[config.mk]
export PLATFORM = sky130hd
export DESIGN_NAME = dwc_upconv_aw_split
export DESIGN_NICKNAME = d
export VERILOG_FILES = /design/src/rtl/dwc_upconv_aw_split.sv
export SDC_FILE = /design/constraint.sdc
export NUM_CORES = 1
export LEC_CHECK = 0
export ABC_AREA = 0
export ABC_CLOCK_PERIOD_IN_PS = 5600
export CORE_MARGIN = 2
export CORE_UTILIZATION = 40
export DETAILED_ROUTE_END_ITERATION = 10
export GPL_ROUTABILITY_DRIVEN = 0
export PLACE_DENSITY = 0.79
export REMOVE_ABC_BUFFERS = 1
export SLEW_MARGIN = 10
export SYNTH_ARGS = -nofsm -noshare
export SYNTH_HDL_FRONTEND = slang
export SYNTH_SLANG_ARGS = --single-unit
[constraint.sdc]
create_clock -name ACLK -period 5.6 [get_ports ACLK]
set_clock_uncertainty 0.2 [all_clocks]
set_input_delay 0.84 -clock ACLK [delete_from_list [all_inputs] [get_ports ACLK]]
set_output_delay 0.84 -clock ACLK [all_outputs]
set_load 0.02 [all_outputs]
[src/rtl/dwc_upconv_aw_split.sv]
// Write-address stage of the narrow-to-wide AXI up converter: converts AW length/size
// to the slave width, splits multi-beat FIXED bursts and feeds the B-channel command FIFO.
module dwc_upconv_aw_split #(
  parameter int ID_WIDTH          = 1,
  parameter int ADDR_WIDTH        = 32,
  parameter int USER_WIDTH        = 1,
  parameter int MASTER_DATA_WIDTH = 32,
  parameter int SLAVE_DATA_WIDTH  = 64
) (
  input  logic                  ACLK,
  input  logic                  sysReset,
  input  logic [ID_WIDTH-1:0]   MASTER_AWID,
  input  logic [ADDR_WIDTH-1:0] MASTER_AWADDR,
  input  logic [7:0]            MASTER_AWLEN,
  input  logic [2:0]            MASTER_AWSIZE,
  input  logic [1:0]            MASTER_AWBURST,
  input  logic                  MASTER_AWLOCK,
  input  logic [3:0]            MASTER_AWCACHE,
  input  logic [2:0]            MASTER_AWPROT,
  input  logic [3:0]            MASTER_AWQOS,
  input  logic [3:0]            MASTER_AWREGION,
  input  logic [USER_WIDTH-1:0] MASTER_AWUSER,
  input  logic                  MASTER_AWVALID,
  output logic                  MASTER_AWREADY,
  output logic [ID_WIDTH-1:0]   SLAVE_AWID,
  output logic [ADDR_WIDTH-1:0] SLAVE_AWADDR,
  output logic [7:0]            SLAVE_AWLEN,
  output logic [2:0]            SLAVE_AWSIZE,
  output logic [1:0]            SLAVE_AWBURST,
  output logic                  SLAVE_AWLOCK,
  output logic [3:0]            SLAVE_AWCACHE,
  output logic [2:0]            SLAVE_AWPROT,
  output logic [3:0]            SLAVE_AWQOS,
  output logic [3:0]            SLAVE_AWREGION,
  output logic [USER_WIDTH-1:0] SLAVE_AWUSER,
  output logic                  SLAVE_AWVALID,
  input  logic                  SLAVE_AWREADY,
  input  logic                  bchan_cmd_fifo_full,
  output logic                  wr_en_cmd,
  output logic [ID_WIDTH:0]     BRespFifoWrData
);

  localparam int SB  = SLAVE_DATA_WIDTH / 8;
  localparam int SS  = $clog2(SB);
  localparam int AW1 = ADDR_WIDTH + 1;

  localparam logic [1:0] BURST_FIXED = 2'b00;
  localparam logic [1:0] BURST_INCR  = 2'b01;
  localparam logic [1:0] BURST_WRAP  = 2'b10;

  typedef enum logic [1:0] {
    ST_IDLE  = 2'd0,
    ST_ISSUE = 2'd1,
    ST_HOLD  = 2'd2
  } state_t;

  state_t                state_q, state_d;
  logic [ID_WIDTH-1:0]   id_q, id_d;
  logic [ADDR_WIDTH-1:0] addr_q, addr_d;
  logic [7:0]            len_q, len_d;
  logic [2:0]            size_q, size_d;
  logic [1:0]            burst_q, burst_d;
  logic                  lock_q, lock_d;
  logic [3:0]            cache_q, cache_d;
  logic [2:0]            prot_q, prot_d;
  logic [3:0]            qos_q, qos_d;
  logic [3:0]            region_q, region_d;
  logic [USER_WIDTH-1:0] user_q, user_d;
  logic                  valid_q, valid_d;
  logic [7:0]            remaining_q, remaining_d;

  logic [AW1-1:0] a_wide_s, bytes_s, aal_s, end_s;
  logic [7:0]     incr_len_s, wrap_len_s;
  logic [7:0]     conv_len_s, split_rem_s;
  logic [2:0]     conv_size_s;
  logic [1:0]     conv_burst_s;
  logic           master_ready_s, master_hs_s, slave_valid_s, slave_hs_s;

  // Wide-address arithmetic so the end-of-burst address never loses its carry.
  always_comb begin
    a_wide_s   = {1'b0, MASTER_AWADDR};
    bytes_s    = (AW1'(MASTER_AWLEN) + AW1'(1)) << MASTER_AWSIZE;
    aal_s      = a_wide_s & ~((AW1'(1) << MASTER_AWSIZE) - AW1'(1));
    end_s      = aal_s + bytes_s - AW1'(1);
    incr_len_s = 8'((end_s >> SS) - (a_wide_s >> SS));
    wrap_len_s = 8'((bytes_s >> SS) - AW1'(1));
  end

  // Converted slave command for the master AW currently presented.
  always_comb begin
    conv_len_s   = 8'd0;
    conv_size_s  = MASTER_AWSIZE;
    conv_burst_s = BURST_INCR;
    split_rem_s  = 8'd0;
    if (MASTER_AWLEN == 8'd0) begin
      conv_len_s = 8'd0;
    end else begin
      case (MASTER_AWBURST)
        BURST_FIXED: begin
          split_rem_s = MASTER_AWLEN;
        end
        BURST_WRAP: begin
          conv_size_s = 3'(SS);
          if (bytes_s > AW1'(SB)) begin
            conv_len_s   = wrap_len_s;
            conv_burst_s = BURST_WRAP;
          end else begin
            conv_len_s   = 8'd0;
            conv_burst_s = BURST_INCR;
          end
        end
        default: begin
          conv_size_s = 3'(SS);
          conv_len_s  = incr_len_s;
        end
      endcase
    end
  end

  assign master_ready_s = (state_q == ST_IDLE) && !bchan_cmd_fifo_full && !sysReset;
  assign master_hs_s    = MASTER_AWVALID && master_ready_s;
  // Reset masks the held valid at once so an aborted split cannot complete a handshake.
  assign slave_valid_s  = valid_q && !sysReset;
  assign slave_hs_s     = slave_valid_s && SLAVE_AWREADY;

  // Next-state, command capture and split sequencing.
  always_comb begin
    state_d     = state_q;
    id_d        = id_q;
    addr_d      = addr_q;
    len_d       = len_q;
    size_d      = size_q;
    burst_d     = burst_q;
    lock_d      = lock_q;
    cache_d     = cache_q;
    prot_d      = prot_q;
    qos_d       = qos_q;
    region_d    = region_q;
    user_d      = user_q;
    valid_d     = valid_q;
    remaining_d = remaining_q;
    case (state_q)
      ST_IDLE: begin
        if (master_hs_s) begin
          id_d        = MASTER_AWID;
          addr_d      = MASTER_AWADDR;
          len_d       = conv_len_s;
          size_d      = conv_size_s;
          burst_d     = conv_burst_s;
          lock_d      = MASTER_AWLOCK;
          cache_d     = MASTER_AWCACHE;
          prot_d      = MASTER_AWPROT;
          qos_d       = MASTER_AWQOS;
          region_d    = MASTER_AWREGION;
          user_d      = MASTER_AWUSER;
          remaining_d = split_rem_s;
          valid_d     = 1'b1;
          state_d     = ST_ISSUE;
        end else begin
          valid_d = 1'b0;
        end
      end
      ST_ISSUE: begin
        if (!slave_hs_s) begin
          valid_d = 1'b1;
        end else if (remaining_q == 8'd0) begin
          valid_d = 1'b0;
          state_d = ST_IDLE;
        end else if (!bchan_cmd_fifo_full) begin
          remaining_d = remaining_q - 8'd1;
          valid_d     = 1'b1;
        end else begin
          remaining_d = remaining_q - 8'd1;
          valid_d     = 1'b0;
          state_d     = ST_HOLD;
        end
      end
      ST_HOLD: begin
        if (!bchan_cmd_fifo_full) begin
          valid_d = 1'b1;
          state_d = ST_ISSUE;
        end else begin
          valid_d = 1'b0;
        end
      end
      default: begin
        valid_d = 1'b0;
        state_d = ST_IDLE;
      end
    endcase
  end

  // State and slave AW registers.
  always_ff @(posedge ACLK) begin
    if (sysReset) begin
      state_q     <= ST_IDLE;
      id_q        <= '0;
      addr_q      <= '0;
      len_q       <= 8'd0;
      size_q      <= 3'd0;
      burst_q     <= 2'd0;
      lock_q      <= 1'b0;
      cache_q     <= 4'd0;
      prot_q      <= 3'd0;
      qos_q       <= 4'd0;
      region_q    <= 4'd0;
      user_q      <= '0;
      valid_q     <= 1'b0;
      remaining_q <= 8'd0;
    end else begin
      state_q     <= state_d;
      id_q        <= id_d;
      addr_q      <= addr_d;
      len_q       <= len_d;
      size_q      <= size_d;
      burst_q     <= burst_d;
      lock_q      <= lock_d;
      cache_q     <= cache_d;
      prot_q      <= prot_d;
      qos_q       <= qos_d;
      region_q    <= region_d;
      user_q      <= user_d;
      valid_q     <= valid_d;
      remaining_q <= remaining_d;
    end
  end

  assign MASTER_AWREADY  = master_ready_s;
  assign SLAVE_AWVALID   = slave_valid_s;
  assign SLAVE_AWID      = id_q;
  assign SLAVE_AWADDR    = addr_q;
  assign SLAVE_AWLEN     = len_q;
  assign SLAVE_AWSIZE    = size_q;
  assign SLAVE_AWBURST   = burst_q;
  assign SLAVE_AWLOCK    = lock_q;
  assign SLAVE_AWCACHE   = cache_q;
  assign SLAVE_AWPROT    = prot_q;
  assign SLAVE_AWQOS     = qos_q;
  assign SLAVE_AWREGION  = region_q;
  assign SLAVE_AWUSER    = user_q;
  assign wr_en_cmd       = slave_hs_s;
  assign BRespFifoWrData = slave_hs_s ? {(remaining_q != 8'd0), id_q} : '0;

endmodule

# Word-level counts from Yosys, hierarchy flattened

Cells that the tools add are included.

Register bits: 74
Latch bits: 0
Bits in writable memories: 0
Memory bits (read-only): 0
Input port bits: 68
Output and inout bits: 68
Logic and storage cells: 76
Memories kept: 0

Add/sub/neg operators: 7
Multiply operators: 0
Divide/modulo/power cells: 0
Magnitude comparators: 1
Equal/unequal tests: 8
Shift-type cells: 2
Mux-type cells: 26
Bitwise logic cells: 2
Reductions and logical operators: 16

Operators with widths:

| operator                                                              | count |
|---|---|
| 8-bit 2-to-1 mux                                                      | 7 |
| 33-bit by 4-bit > comparator with 1-bit output, second input constant | 1 |
| 9-bit by 3-bit left shift with 33-bit output                          | 1 |
| 8-bit case mux with 2 select lines                                    | 2 |
| 11-bit by 1-bit subtractor with 11-bit output, second input constant  | 2 |
| 2-bit 2-to-1 mux                                                      | 9 |
| 8-bit zero test                                                       | 2 |
| 8-bit by 1-bit subtractor with 8-bit output, second input constant    | 2 |
| 11-bit adder                                                          | 1 |
| 11-bit bitwise AND                                                    | 1 |
| 11-bit inverter                                                       | 1 |
| 1-bit by 3-bit left shift with 11-bit output, first input constant    | 1 |
| 8-bit by 1-bit adder with 9-bit output, second input constant         | 1 |
| 2-bit inequality test, second input constant                          | 4 |
| 4-bit AND reduction                                                   | 2 |
| 8-bit nonzero test                                                    | 1 |
| 8-bit subtractor                                                      | 1 |
| 3-bit 2-to-1 mux                                                      | 2 |
| 2-bit case mux with 3 select lines                                    | 1 |
| 1-bit logical AND                                                     | 5 |
| 2-bit equality test, second input constant                            | 2 |
| 2-bit zero test                                                       | 2 |
| 1-bit 2-to-1 mux                                                      | 4 |
| 3-bit inequality test, second input constant                          | 1 |
| 5 further kinds                                                       | 6 |

# Logic depth before layout (Yosys ltp)

Gate-level depths: netlist (run 1).

Word-level depth: 9
Gate-level depth with buffers: 26
Mapped depth without buffers: 23

# Least setup slack after synthesis (run 1)

OpenSTA, ideal clock, no wires.

Path type: input-to-reg
Start: input port MASTER_AWSIZE[0]
End: register len_q[7] (netlist: SLAVE_AWLEN[7])
Library setup time: 0.135 ns
Data arrival time: 5.291 ns
Required time: 5.265 ns
Slack: -0.026 ns
Cell stages on the path: 24
Path buffers: 4
Cells stage by stage: buf_2 -> buf_2 -> clkbuf_1 -> nand2_1 -> ha_1 -> clkbuf_2 -> or3_1 -> nand3_1 -> ha_1 -> inv_1 -> ha_1 -> nor2b_1 -> a41oi_1 -> o21ai_0 -> and2_1 -> a31oi_1 -> a21boi_0 -> ha_1 -> o21ai_0 -> a21oi_1 -> o41ai_1 -> xnor3_1 -> xnor2_1 -> o221ai_1

Cells in the longest elaborated chain, start to end: 9
Elaborated cells between the ends (all ways): 13
Those cells by class: 5 x add/sub; 1 x order compare; 2 x shift; 3 x mux; 2 x bitwise

Ends and longest elaborated chain:

| element                                       | line | RTL |
|---|---|---|
| start, declared                               | 15   | `input logic [2:0] MASTER_AWSIZE,` |
| 1-bit by 3-bit left shift with 11-bit output  | 83   | `aal_s = a_wide_s & ~((AW1'(1) << MASTER_AWSIZE) - AW1'(1));` |
| 11-bit by 1-bit subtractor with 11-bit output | 83   |  |
| 11-bit inverter                               | 83   |  |
| 11-bit bitwise AND                            | 83   |  |
| 11-bit adder                                  | 84   | `end_s = aal_s + bytes_s - AW1'(1);` |
| 11-bit by 1-bit subtractor with 11-bit output | 84   |  |
| 8-bit subtractor                              | 85   | `incr_len_s = 8'((end_s >> SS) - (a_wide_s >> SS));` |
| 8-bit case mux with 2 select lines (*)        | 98   | `case (MASTER_AWBURST)` |
| 8-bit 2-to-1 mux (*)                          | 95   | `if (MASTER_AWLEN == 8'd0) begin` |
| end signal, assigned                          | 214  | `len_q <= len_d;` |
| end, declared                                 | 60   | `logic [7:0] len_q, len_d;` |

Mark *: on every way between the ends. The rest lies on a longest branch, timed or not.
A chain may end at the register's enable or synchronous reset.

# Worst setup path after layout (run 1)

Start: input port MASTER_AWLEN[2]
End: register len_q[6] (netlist: SLAVE_AWLEN[6])

Cells in the longest elaborated chain, start to end: 7
Elaborated cells between the ends (all ways): 11
Those cells by class: 5 x add/sub; 1 x order compare; 1 x shift; 3 x mux; 1 x reduce/logical

Ends and longest elaborated chain:

| element                                       | line | RTL |
|---|---|---|
| start, declared                               | 14   | `input logic [7:0] MASTER_AWLEN,` |
| 8-bit by 1-bit adder with 9-bit output        | 82   | `bytes_s = (AW1'(MASTER_AWLEN) + AW1'(1)) << MASTER_AWSIZE;` |
| 9-bit by 3-bit left shift with 33-bit output  | 82   |  |
| 11-bit adder                                  | 84   |  |
| 11-bit by 1-bit subtractor with 11-bit output | 84   |  |
| 8-bit subtractor                              | 85   |  |
| 8-bit case mux with 2 select lines            | 98   |  |
| 8-bit 2-to-1 mux (*)                          | 95   |  |

Marks and branches as above.

==> run_results.csv, run 1 <==
group,metric,value,unit
global_routing,antenna_found_initial,0,
clock_tree,cts_buffers,9,
power_and_ir_drop,p_per_area,265,mW/mm²
worst_setup_path,worstPathRequired,5580,ps
clock_tree,clockBufferDepth,2,
sta,finalCritPeriodShare,94.6,%
final_layout,utilization,61.2,%
drt,wl,14900,µm
floorplanning,initial_core_util,41.4,%
sta,period_minus_slack,5290,ps
sta,worst_slack,305,ps
final_layout,finalInstanceArea,0.00708,mm²
sta,whs,252,ps
sta,setup_violations,0,
logic_synthesis,seq_area_frac_synth,31.0,%
logic_synthesis,synth-async-reset-ratio,0,%
final_layout,nNetsFinal,915,
clock_tree,cts_sinks,74,
drt,drtAntennaViolNets,0,
sta,hold_viol,0,
status,status,"finished clean",
floorplanning,fp-row-count,39,
clock_tree,cts_root_buf,"clkbuf_16",
floorplanning,fp.coreArea,0.0116,mm²
sta,worstMarginPinSlew,890,ps
drt,initialDrtViolationCount,355,
power_and_ir_drop,max-vdd-ir-drop,157,µV
placed_design,placed_area,0.00672,mm²
final_layout,nFillCells,1020,
logic_synthesis,synth-edff-count,0,
drt,dr.pass1.iters,5,
logic_synthesis,netlist_area,0.00478,mm²
drt,viasPerCell,5.44,
logic_synthesis,ys_types,74,
drt,post_drt_wl_per_cell,15.4,µm
sta,slew_viol_final,0,
global_routing,first_global_vias,5140,
floorplanning,die_w,113,µm
power_and_ir_drop,finalPower,1.88,mW
logic_synthesis,synthCells,635,
worst_setup_path,start_kind,"input pin",
global_routing,overflow,0,
global_routing,grt_util_all_layers,22.8,%
floorplanning,die_area,0.0128,mm²
hold_path,hp-class,"reg -> reg",
clock_tree,clk_pin_slew,60,ps
worst_setup_path,arrival,5280,ps
clock_tree,cts-htree-levels,3,
floorplanning,die_y,113,µm
worst_setup_path,path_max_fanout,5,
sta,finalSetupTns,0,ps
worst_setup_path,worstSetupEndpointType,"flip-flop",
drt,dr_total_vias,5264,
final_layout,final_cell_count_no_fill,968,
logic_synthesis,syn_area_per_cell,7.53,µm²
final_layout,syn2layout_area_growth,48.1,%
power_and_ir_drop,leakage,2.78,nW
clock_tree,holdBufCountCts,0,
clock_tree,cts_tree,"yes",
floorplanning,io_pins,136,
placed_design,post-place-cells,952,
sta,slew_headroom,40.2,%
global_routing,grt_start_max_net_pins,71,
sta,max_freq,0.189,GHz
clock_tree,clk_latency,330,ps
placed_design,dp_hpwl,11200,µm
final_layout,drive_above_1_share,14.9,%
logic_synthesis,yosys_register_bits,74,
logic_synthesis,yosysWarningCount,0,
placed_design,dp_slack,-454,ps
run,cap_viol_max_count,0,
logic_synthesis,synth_ff_type,"dfxtp_1",
drt,drc,0,
global_routing,grt_first_pass_wirelength,24000,µm
placed_design,portBuffers,135,
final_layout,diodes,0,
worst_setup_path,worst-setup-path-type,"in -> reg",
-- Yosys cell counts, types with 9 or more instances --
master / instances / area (µm²)
a21oi_1: 77 / 385
buf_2: 9 / 45.0
clkbuf_1: 25 / 93.8
dfxtp_1: 74 / 1480
ha_1: 26 / 325
inv_1: 30 / 113
nand2_1: 136 / 510
nand2b_1: 9 / 56.3
nand3_1: 10 / 50.1
nor2_1: 36 / 135
nor2b_1: 12 / 75.1
o21ai_0: 27 / 135
xnor2_1: 16 / 140
-- cell type report --
type,instances,area [µm²],area share (%)
clock buffers,9,225,3.18
clock inverters,7,92.6,1.31
inverters,31,116,1.64
multi-input cells,488,3030,42.8
flip-flops and latches,74,1480,20.9
well taps,143,179,2.53
repair buffers,216,1960,27.7
-- power by group --
part / total [mW] / switching (mW) / leakage, nW / internal [mW]
logic: 0.701 / 0.347 / 2.02 / 0.354
clock network: 0.610 / 0.220 / 0.160 / 0.390
registers: 0.564 / 0.0145 / 0.601 / 0.550
-- timing repair --
action                     in CTS  in global routing
setup endpoints to repair       1                  3
pin swaps                       0                  3
gates resized for setup         2                  9
buffers inserted                0                  0
-- layer usage --
| layer | part of all wire (%) | vias to the layer above | global-route usage [%] |
|---|---|---|---|
| met5 | 0 | - | 0 |
| met4 | 2.4 | 0 | 7.89 |
| met3 | 6.4 | 37 | 4.66 |
| met2 | 49 | 191 | 40.3 |
| met1 | 42 | 2430 | 27.4 |
| li1 | - | 2606 | - |
-- placed cells by master (no fill, tap or decap), types with 3 or more instances in the layout --
cell type | Yosys | layout
a31oi_1 | 4 | 3
a32o_1 | 4 | 4
clkdlybuf4s50_1 | 0 | 132
ha_1 | 26 | 25
o21a_1 | 4 | 4
nand2b_1 | 9 | 9
nor2b_1 | 12 | 12
nand3_1 | 10 | 10
nand4_1 | 3 | 3
xor2_1 | 8 | 8
nor3_1 | 8 | 8
a211o_1 | 3 | 3
dfxtp_1 | 74 | 74
inv_1 | 30 | 30
a22oi_1 | 3 | 3
buf_4 | 3 | 81
nor4_1 | 5 | 5
o211ai_1 | 6 | 6
a211oi_1 | 7 | 7
o31ai_1 | 4 | 4
o22ai_1 | 3 | 3
a2111oi_2 | 2 | 3
nor2_1 | 36 | 36
o41ai_2 | 2 | 3
mux2i_1 | 3 | 3
a211oi_2 | 3 | 3
o21ai_0 | 27 | 26
and3_1 | 4 | 4
a221oi_1 | 3 | 3
o221ai_1 | 3 | 3
a21oi_2 | 2 | 3
a21oi_1 | 77 | 76
nand2_1 | 136 | 135
and2_1 | 8 | 7
xnor2_1 | 16 | 16
a21o_1 | 4 | 4
clkbuf_16 | 0 | 9
clkinv_2 | 0 | 3
-- state kept, by name, indices dropped and copies added (netlist names) --
| name | flops |
|---|---|
| SLAVE_AWADDR | 32 |
| SLAVE_AWLEN | 8 |
| remaining_q | 8 |
| SLAVE_AWCACHE | 4 |
| SLAVE_AWQOS | 4 |
| SLAVE_AWREGION | 4 |
| SLAVE_AWPROT | 3 |
| SLAVE_AWSIZE | 3 |
| SLAVE_AWBURST | 2 |
| state_q | 2 |
| SLAVE_AWID | 1 |
| SLAVE_AWLOCK | 1 |
| SLAVE_AWUSER | 1 |
| valid_q | 1 |
-- cell families (layout without fill, tap and decap cells) --
family,count (synthesis),in the layout,synth area share (%)
adder cells (fa/ha/maj),27,27,7.22
AO/OA/AOI/OAI,191,191,27.1
XOR/XNOR,25,25,4.87
AND/OR/NAND/NOR,242,242,22.5
multiplexers,3,3,0.628
buffers and inverters,73,263,6.70
flip-flops,74,74,31.0
-- path summary, 6_finish.rpt --
| kind | slack, ps | cells after the start | start | endpoint |
|---|---|---|---|---|
| max | 310 | 24 | MASTER_AWLEN[2] | SLAVE_AWLEN[6] |
| min | 250 | 2 | SLAVE_AWADDR[29] | SLAVE_AWADDR[29] |
| min reg2reg | 250 | 2 | SLAVE_AWADDR[29] | SLAVE_AWADDR[29] |
| max reg2reg | 2520 | 6 | state_q[0] | SLAVE_AWLEN[7] |
-- critical path, stage by stage --
cell and delay (ps):
clkdlybuf4s50_1 550, buf_4 180, a311oi_2 110, a2111oi_2 400, or2_1 190, o21ai_0 90
ha_1 300, inv_1 40, ha_1 320, a21oi_1 130, o21ai_0 110, and2_1 200
buf_4 140, nor2_1 100, xnor2_1 130, ha_1 260, buf_4 150, o21ai_0 100
nand2b_1 130, a21o_1 220, a21oi_2 140, xor2_1 160, a2bb2oi_1 180, o22ai_1 90
Note: power is estimated with default switching activity, not from simulation.
==> run 2: changes to the inputs <==
- ABC_CLOCK_PERIOD_IN_PS: 5600 -> 6800
- PLACE_DENSITY: 0.79 -> 0.76
- clock period: 5.6 -> 6.8 ns (I/O delays scaled with it)
==> run_results.csv, run 2 (synthesis gave the netlist of run 1 again) <==
group,metric,value,unit
power_and_ir_drop,clock_power_share,32.2,%
power_and_ir_drop,switching_share,31.7,%
clock_tree,clockBufferDepth,2,
clock_tree,cts_root_buf,"clkbuf_16",
global_routing,overflow,0,
sta,slew_headroom,27.5,%
worst_setup_path,worstPathCellList,"clkdlybuf4s50_1 -> ha_1 -> xor2_1 -> o21ai_0 -> o22ai_1 -> nand2_1 -> ha_1 -> inv_1 -> ha_1 -> nor2b_1 -> a41oi_1 -> o21ai_0 -> and2_1 -> a31oi_1 -> a21boi_0 -> ha_1 -> o21ai_0 -> a21oi_1 -> o41ai_1 -> xnor3_1 -> xnor2_1 -> o221ai_1",
clock_tree,post_cts_buffers,0,
worst_setup_path,worst-setup-path-type,"in -> reg",
sta,worstMarginPinSlew,1090,ps
power_and_ir_drop,max-vdd-ir-drop,213,µV
final_layout,finalInstanceArea,0.00647,mm²
drt,wl,14000,µm
global_routing,first_global_vias,4536,
global_routing,grt_util_all_layers,20.9,%
worst_setup_path,worstPathRequired,6790,ps
sta,period_minus_slack,6240,ps
status,status,"finished clean",
floorplanning,initial_core_util,41.4,%
worst_setup_path,cpMostUsedCell,"ha_1",
hold_path,hp-class,"reg -> reg",
final_layout,diodes,0,
final_layout,layout_common_cells,"135 x nand2_1, 134 x clkdlybuf4s50_1, 77 x a21oi_1",
final_layout,multi_input_area,0.00298,mm²
drt,initialDrtViolationCount,379,
clock_tree,clk_pin_slew,60,ps
drt,drc,0,
final_layout,utilization,55.9,%
power_and_ir_drop,netSwitchingPower,0.445,mW
sta,hold_viol,0,
final_layout,drive_above_1_share,5.84,%
power_and_ir_drop,p_per_area,217,mW/mm²
floorplanning,die_area,0.0128,mm²
drt,post_drt_wl_per_cell,15.7,µm
sta,max_freq,0.160,GHz
floorplanning,io_pins,136,
clock_tree,cts-htree-levels,3,
drt,viasPerCell,5.52,
worst_setup_path,path_max_fanout,8,
floorplanning,die_y,113,µm
placed_design,portBuffers,135,
floorplanning,fp-row-count,39,
sta,setup_violations,0,
clock_tree,holdBufCountCts,0,
worst_setup_path,start_kind,"input pin",
clock_tree,cts_sinks,74,
power_and_ir_drop,p_comb_share,34.7,%
drt,drtAntennaViolNets,0,
clock_tree,cts_resized,0,
global_routing,grt_start_max_net_pins,72,
worst_setup_path,arrival,6230,ps
sta,slew_viol_final,0,
floorplanning,fp.coreArea,0.0116,mm²
sta,grt_setup_unrepaired,"no",
worst_setup_path,worstSetupEndpointType,"flip-flop",
final_layout,nFillCells,1076,
worst_setup_path,critPathMaxStageDelay,640,ps
worst_setup_path,cp_slowest_cell,"clkdlybuf4s50_1",
power_and_ir_drop,power_frac_seq,33.1,%
placed_design,dp_hpwl,10500,µm
sta,finalCritPeriodShare,91.7,%
final_layout,regArea,0.00148,mm²
final_layout,nNetsFinal,843,
sta,whs,252,ps
final_layout,mostFrequentLayoutCell,"nand2_1",
worst_setup_path,cpLargestDelayFamily,"compound AO/OA/AOI/OAI gates",
final_layout,syn2layout_area_growth,35.2,%
clock_tree,clk_latency,330,ps
floorplanning,die_w,113,µm
run,cap_viol_max_count,0,
final_layout,largest_reg_flops,32,
sta,finalSetupTns,0,ps
power_and_ir_drop,leakage,2.39,nW
global_routing,antenna_found_initial,0,
power_and_ir_drop,p_int,0.958,mW
drt,dr_total_vias,4946,
drt,dr.pass1.iters,5,
clock_tree,cts_tree,"yes",
placed_design,placed_area,0.00617,mm²
global_routing,grt_first_pass_wirelength,21800,µm
worst_setup_path,cp.buffers_inverters,2,
clock_tree,cts_buffers,9,
==> run 2: cell count changes in the layout (fill, tap and decap cells not counted), sizes merged <==
cell / change
buf: -72
bufinv: -2
clkbuf: +4
clkdlybuf4s50: +2
clkinv: -3
clkinvlp: +1
dlymetal6s2s: -2
==> run 2: worst register-to-register path: stages, from the launching register on <==
cell and delay, ps:
dfxtp_1 350, nor4_1 490, and2_2 960, a21oi_1 80, nor2_1 660, inv_1 210, a221oi_1 270, nor3_1 70
==> run 2: final cells by class <==
cell class	instances	share of cell area [%]
inverter	31	1.80
clock inverter	3	0.329
multi-input combinational	488	46.1
sequential	74	22.9
timing repair buffer	144	21.9
tap	143	2.77
clock buffer	13	4.18
==> run 2: worst paths after layout <==
path                    startpoint  cells after the start                to  slack (ps)
setup / recovery   MASTER_AWLEN[1]                     22    SLAVE_AWLEN[7]         560
hold / removal    SLAVE_AWADDR[15]                      2  SLAVE_AWADDR[15]         250
setup reg to reg        state_q[0]                      7    remaining_q[7]        3350
hold reg to reg   SLAVE_AWADDR[15]                      2  SLAVE_AWADDR[15]         250
==> run 2: power by group through the flow <==
| stage | clock (mW) | combinational (mW) | sequential (mW) |
|---|---|---|---|
| 2_1_floorplan | 0 | 0.292 | 0.491 |
| 3_3_place_gp | 0 | 0.469 | 0.473 |
| 3_5_place_dp | 0 | 0.483 | 0.474 |
| 4_1_cts | 0.464 | 0.486 | 0.464 |
| 5_1_grt | 0.480 | 0.534 | 0.466 |
| 6_report | 0.452 | 0.486 | 0.464 |
==> run 2: per-layer routing <==
| metal | vias up | track usage (%) | routed length (µm) | part of all wire [%] |
|---|---|---|---|---|
| li1 | 2455 | - | - | - |
| met4 | 0 | 6.75 | 284 | 2.0 |
| met3 | 25 | 4.18 | 856 | 6.1 |
| met5 | - | 0 | 0 | 0 |
| met1 | 2275 | 25.2 | 5850 | 42 |
| met2 | 191 | 37.0 | 7040 | 50 |
==> run 2: per-stage QoR <==
step           setup slack (ps)  instances  total power, mW
3_5_place_dp                231        880            0.957
4_1_cts                     568        896             1.41
2_1_floorplan              1330        593            0.783
3_3_place_gp                439        880            0.942
5_1_grt                    69.1        896             1.48
6_report                    564        896             1.40
==> run 3: changes to the inputs <==
- CORE_ASPECT_RATIO: unset -> 1.1
==> run_results.csv, run 3 (synthesis gave the netlist of run 1 again) <==
group,metric,value,unit
sta,whs,253,ps
final_layout,layout_common_cells,"135 x nand2_1, 134 x clkdlybuf4s50_1, 77 x a21oi_1",
floorplanning,die_w,108,µm
floorplanning,fp-row-count,41,
sta,finalSetupTns,0,ps
floorplanning,die_area,0.0128,mm²
power_and_ir_drop,p_per_area,214,mW/mm²
global_routing,antenna_found_initial,0,
power_and_ir_drop,clock_power_share,31.5,%
power_and_ir_drop,p_int,0.937,mW
sta,hold_viol,0,
worst_setup_path,r2r_end,"SLAVE_AWLEN[1]",
sta,max_freq,0.156,GHz
final_layout,nNetsFinal,843,
final_layout,nFillCells,1062,
drt,wl,13900,µm
clock_tree,cts_buffers,9,
sta,grt_setup_unrepaired,"no",
worst_setup_path,worstSetupEndpointType,"flip-flop",
placed_design,dp_hpwl,10500,µm
clock_tree,clockBufferDepth,2,
drt,dr.pass1.iters,5,
power_and_ir_drop,p_comb_share,34.9,%
global_routing,grt_start_max_net_pins,57,
sta,slew_headroom,30.6,%
worst_setup_path,crit_path_start,"MASTER_AWLEN[1]",
worst_setup_path,start_kind,"input pin",
global_routing,grt_util_all_layers,21.1,%
global_routing,grt_first_pass_wirelength,22400,µm
power_and_ir_drop,netSwitchingPower,0.446,mW
power_and_ir_drop,max-vdd-ir-drop,155,µV
sta,slew_viol_final,0,
power_and_ir_drop,power_frac_seq,33.6,%
final_layout,drive_above_1_share,5.84,%
power_and_ir_drop,switching_share,32.3,%
floorplanning,fp.coreArea,0.0115,mm²
sta,setup_violations,0,
final_layout,mostFrequentLayoutCell,"nand2_1",
clock_tree,cts_root_buf,"clkbuf_16",
floorplanning,die_y,119,µm
clock_tree,clk_latency,320,ps
worst_setup_path,arrival,6390,ps
global_routing,overflow,0,
drt,dr_total_vias,4977,
drt,post_drt_wl_per_cell,15.4,µm
drt,initialDrtViolationCount,338,
global_routing,first_global_vias,4689,
sta,finalCritPeriodShare,94.2,%
worst_setup_path,path_max_fanout,8,
drt,viasPerCell,5.51,
worst_setup_path,worstPathRequired,6790,ps
sta,worstMarginPinSlew,1040,ps
power_and_ir_drop,leakage,2.37,nW
status,status,"finished clean",
run,cap_viol_max_count,0,
clock_tree,cts_tree,"yes",
clock_tree,clk_pin_slew,60,ps
worst_setup_path,reg2reg_from,"state_q[0]",
clock_tree,cts-htree-levels,3,
clock_tree,cts_sinks,74,
floorplanning,io_pins,136,
worst_setup_path,reg2reg_slack,4030,ps
drt,drc,0,
floorplanning,initial_core_util,41.4,%
hold_path,hp-class,"reg -> reg",
worst_setup_path,worst-setup-path-type,"in -> reg",
final_layout,syn2layout_area_growth,35.2,%
worst_setup_path,r2r_cells,8,
drt,drtAntennaViolNets,0,
worst_setup_path,cp-endpoint,"SLAVE_AWLEN[7]",
sta,period_minus_slack,6400,ps
placed_design,portBuffers,135,
final_layout,largest_reg_flops,32,
final_layout,diodes,0,
run 3: how the worst min path moves through the flow:
stage	startpoint	cells after the start	slack, ps	end
2_1_floorplan	remaining_q[5]	2	250	remaining_q[5]
3_3_place_gp	SLAVE_AWPROT[0]	2	240	SLAVE_AWPROT[0]
3_5_place_dp	SLAVE_AWADDR[27]	2	250	SLAVE_AWADDR[27]
4_1_cts	SLAVE_AWADDR[27]	2	260	SLAVE_AWADDR[27]
5_1_grt	SLAVE_AWADDR[19]	2	270	SLAVE_AWADDR[19]
6_report	SLAVE_AWCACHE[0]	2	250	SLAVE_AWCACHE[0]
run 3: power groups by stage:
stage / combinational, mW / sequential (mW) / clock, mW
floorplan: 0.292 / 0.491 / 0
global placement: 0.464 / 0.473 / 0
detailed placement: 0.477 / 0.474 / 0
CTS: 0.479 / 0.464 / 0.442
global route: 0.532 / 0.466 / 0.465
finish: 0.483 / 0.464 / 0.436
run 3: metrics by stage:
stage                     instance area, µm²  total power [mW]  utilization, %  setup WS (ps)  instances
final                                   6470              1.38            56.0            397        903
after global routing                    6470              1.46            56.0           24.9        903
after CTS                               6460              1.39            56.0            434        903
after detailed placement                6180             0.950            53.6            116        887
after global placement                  6180             0.937            53.6            428        887
after floorplan                         4580             0.783               -           1330        593
run 3: timing repair:
action | in CTS | in global routing
endpoints found under the setup margin | 0 | 1
gates resized for setup | 0 | 1
hold buffers | 0 | 0
buffers inserted | 0 | 0
run 3: cell type report:
type | count | area [µm²] | area share [%]
tap | 150 | 188 | 2.90
timing repair buffer | 144 | 1410 | 21.9
multi-input combinational | 488 | 2990 | 46.2
inverter | 31 | 116 | 1.80
clock buffer | 11 | 243 | 3.75
sequential | 74 | 1480 | 22.9
clock inverter | 5 | 38.8 | 0.600
run 3: worst max-delay path: stages:
cell and delay (ps):
clkdlybuf4s50_1 650, ha_1 410, xor2_1 300, o21ai_0 120, o22ai_1 230, nand2_1 90
ha_1 280, inv_1 40, ha_1 260, nor2b_1 120, a41oi_1 350, o21ai_0 180
and2_1 210, a31oi_1 260, nand2b_1 140, a21oi_1 210, xnor2_1 100, ha_1 220
o41ai_1 490, xnor3_1 410, xnor2_1 160, o221ai_1 110
run 3: metal layers:
layer	wire (µm)	vias up	global-route usage, %
met5	0	-	0
met4	309	0	5.61
met3	826	18	3.70
met2	6810	190	36.5
met1	5920	2312	26.9
li1	-	2457	-
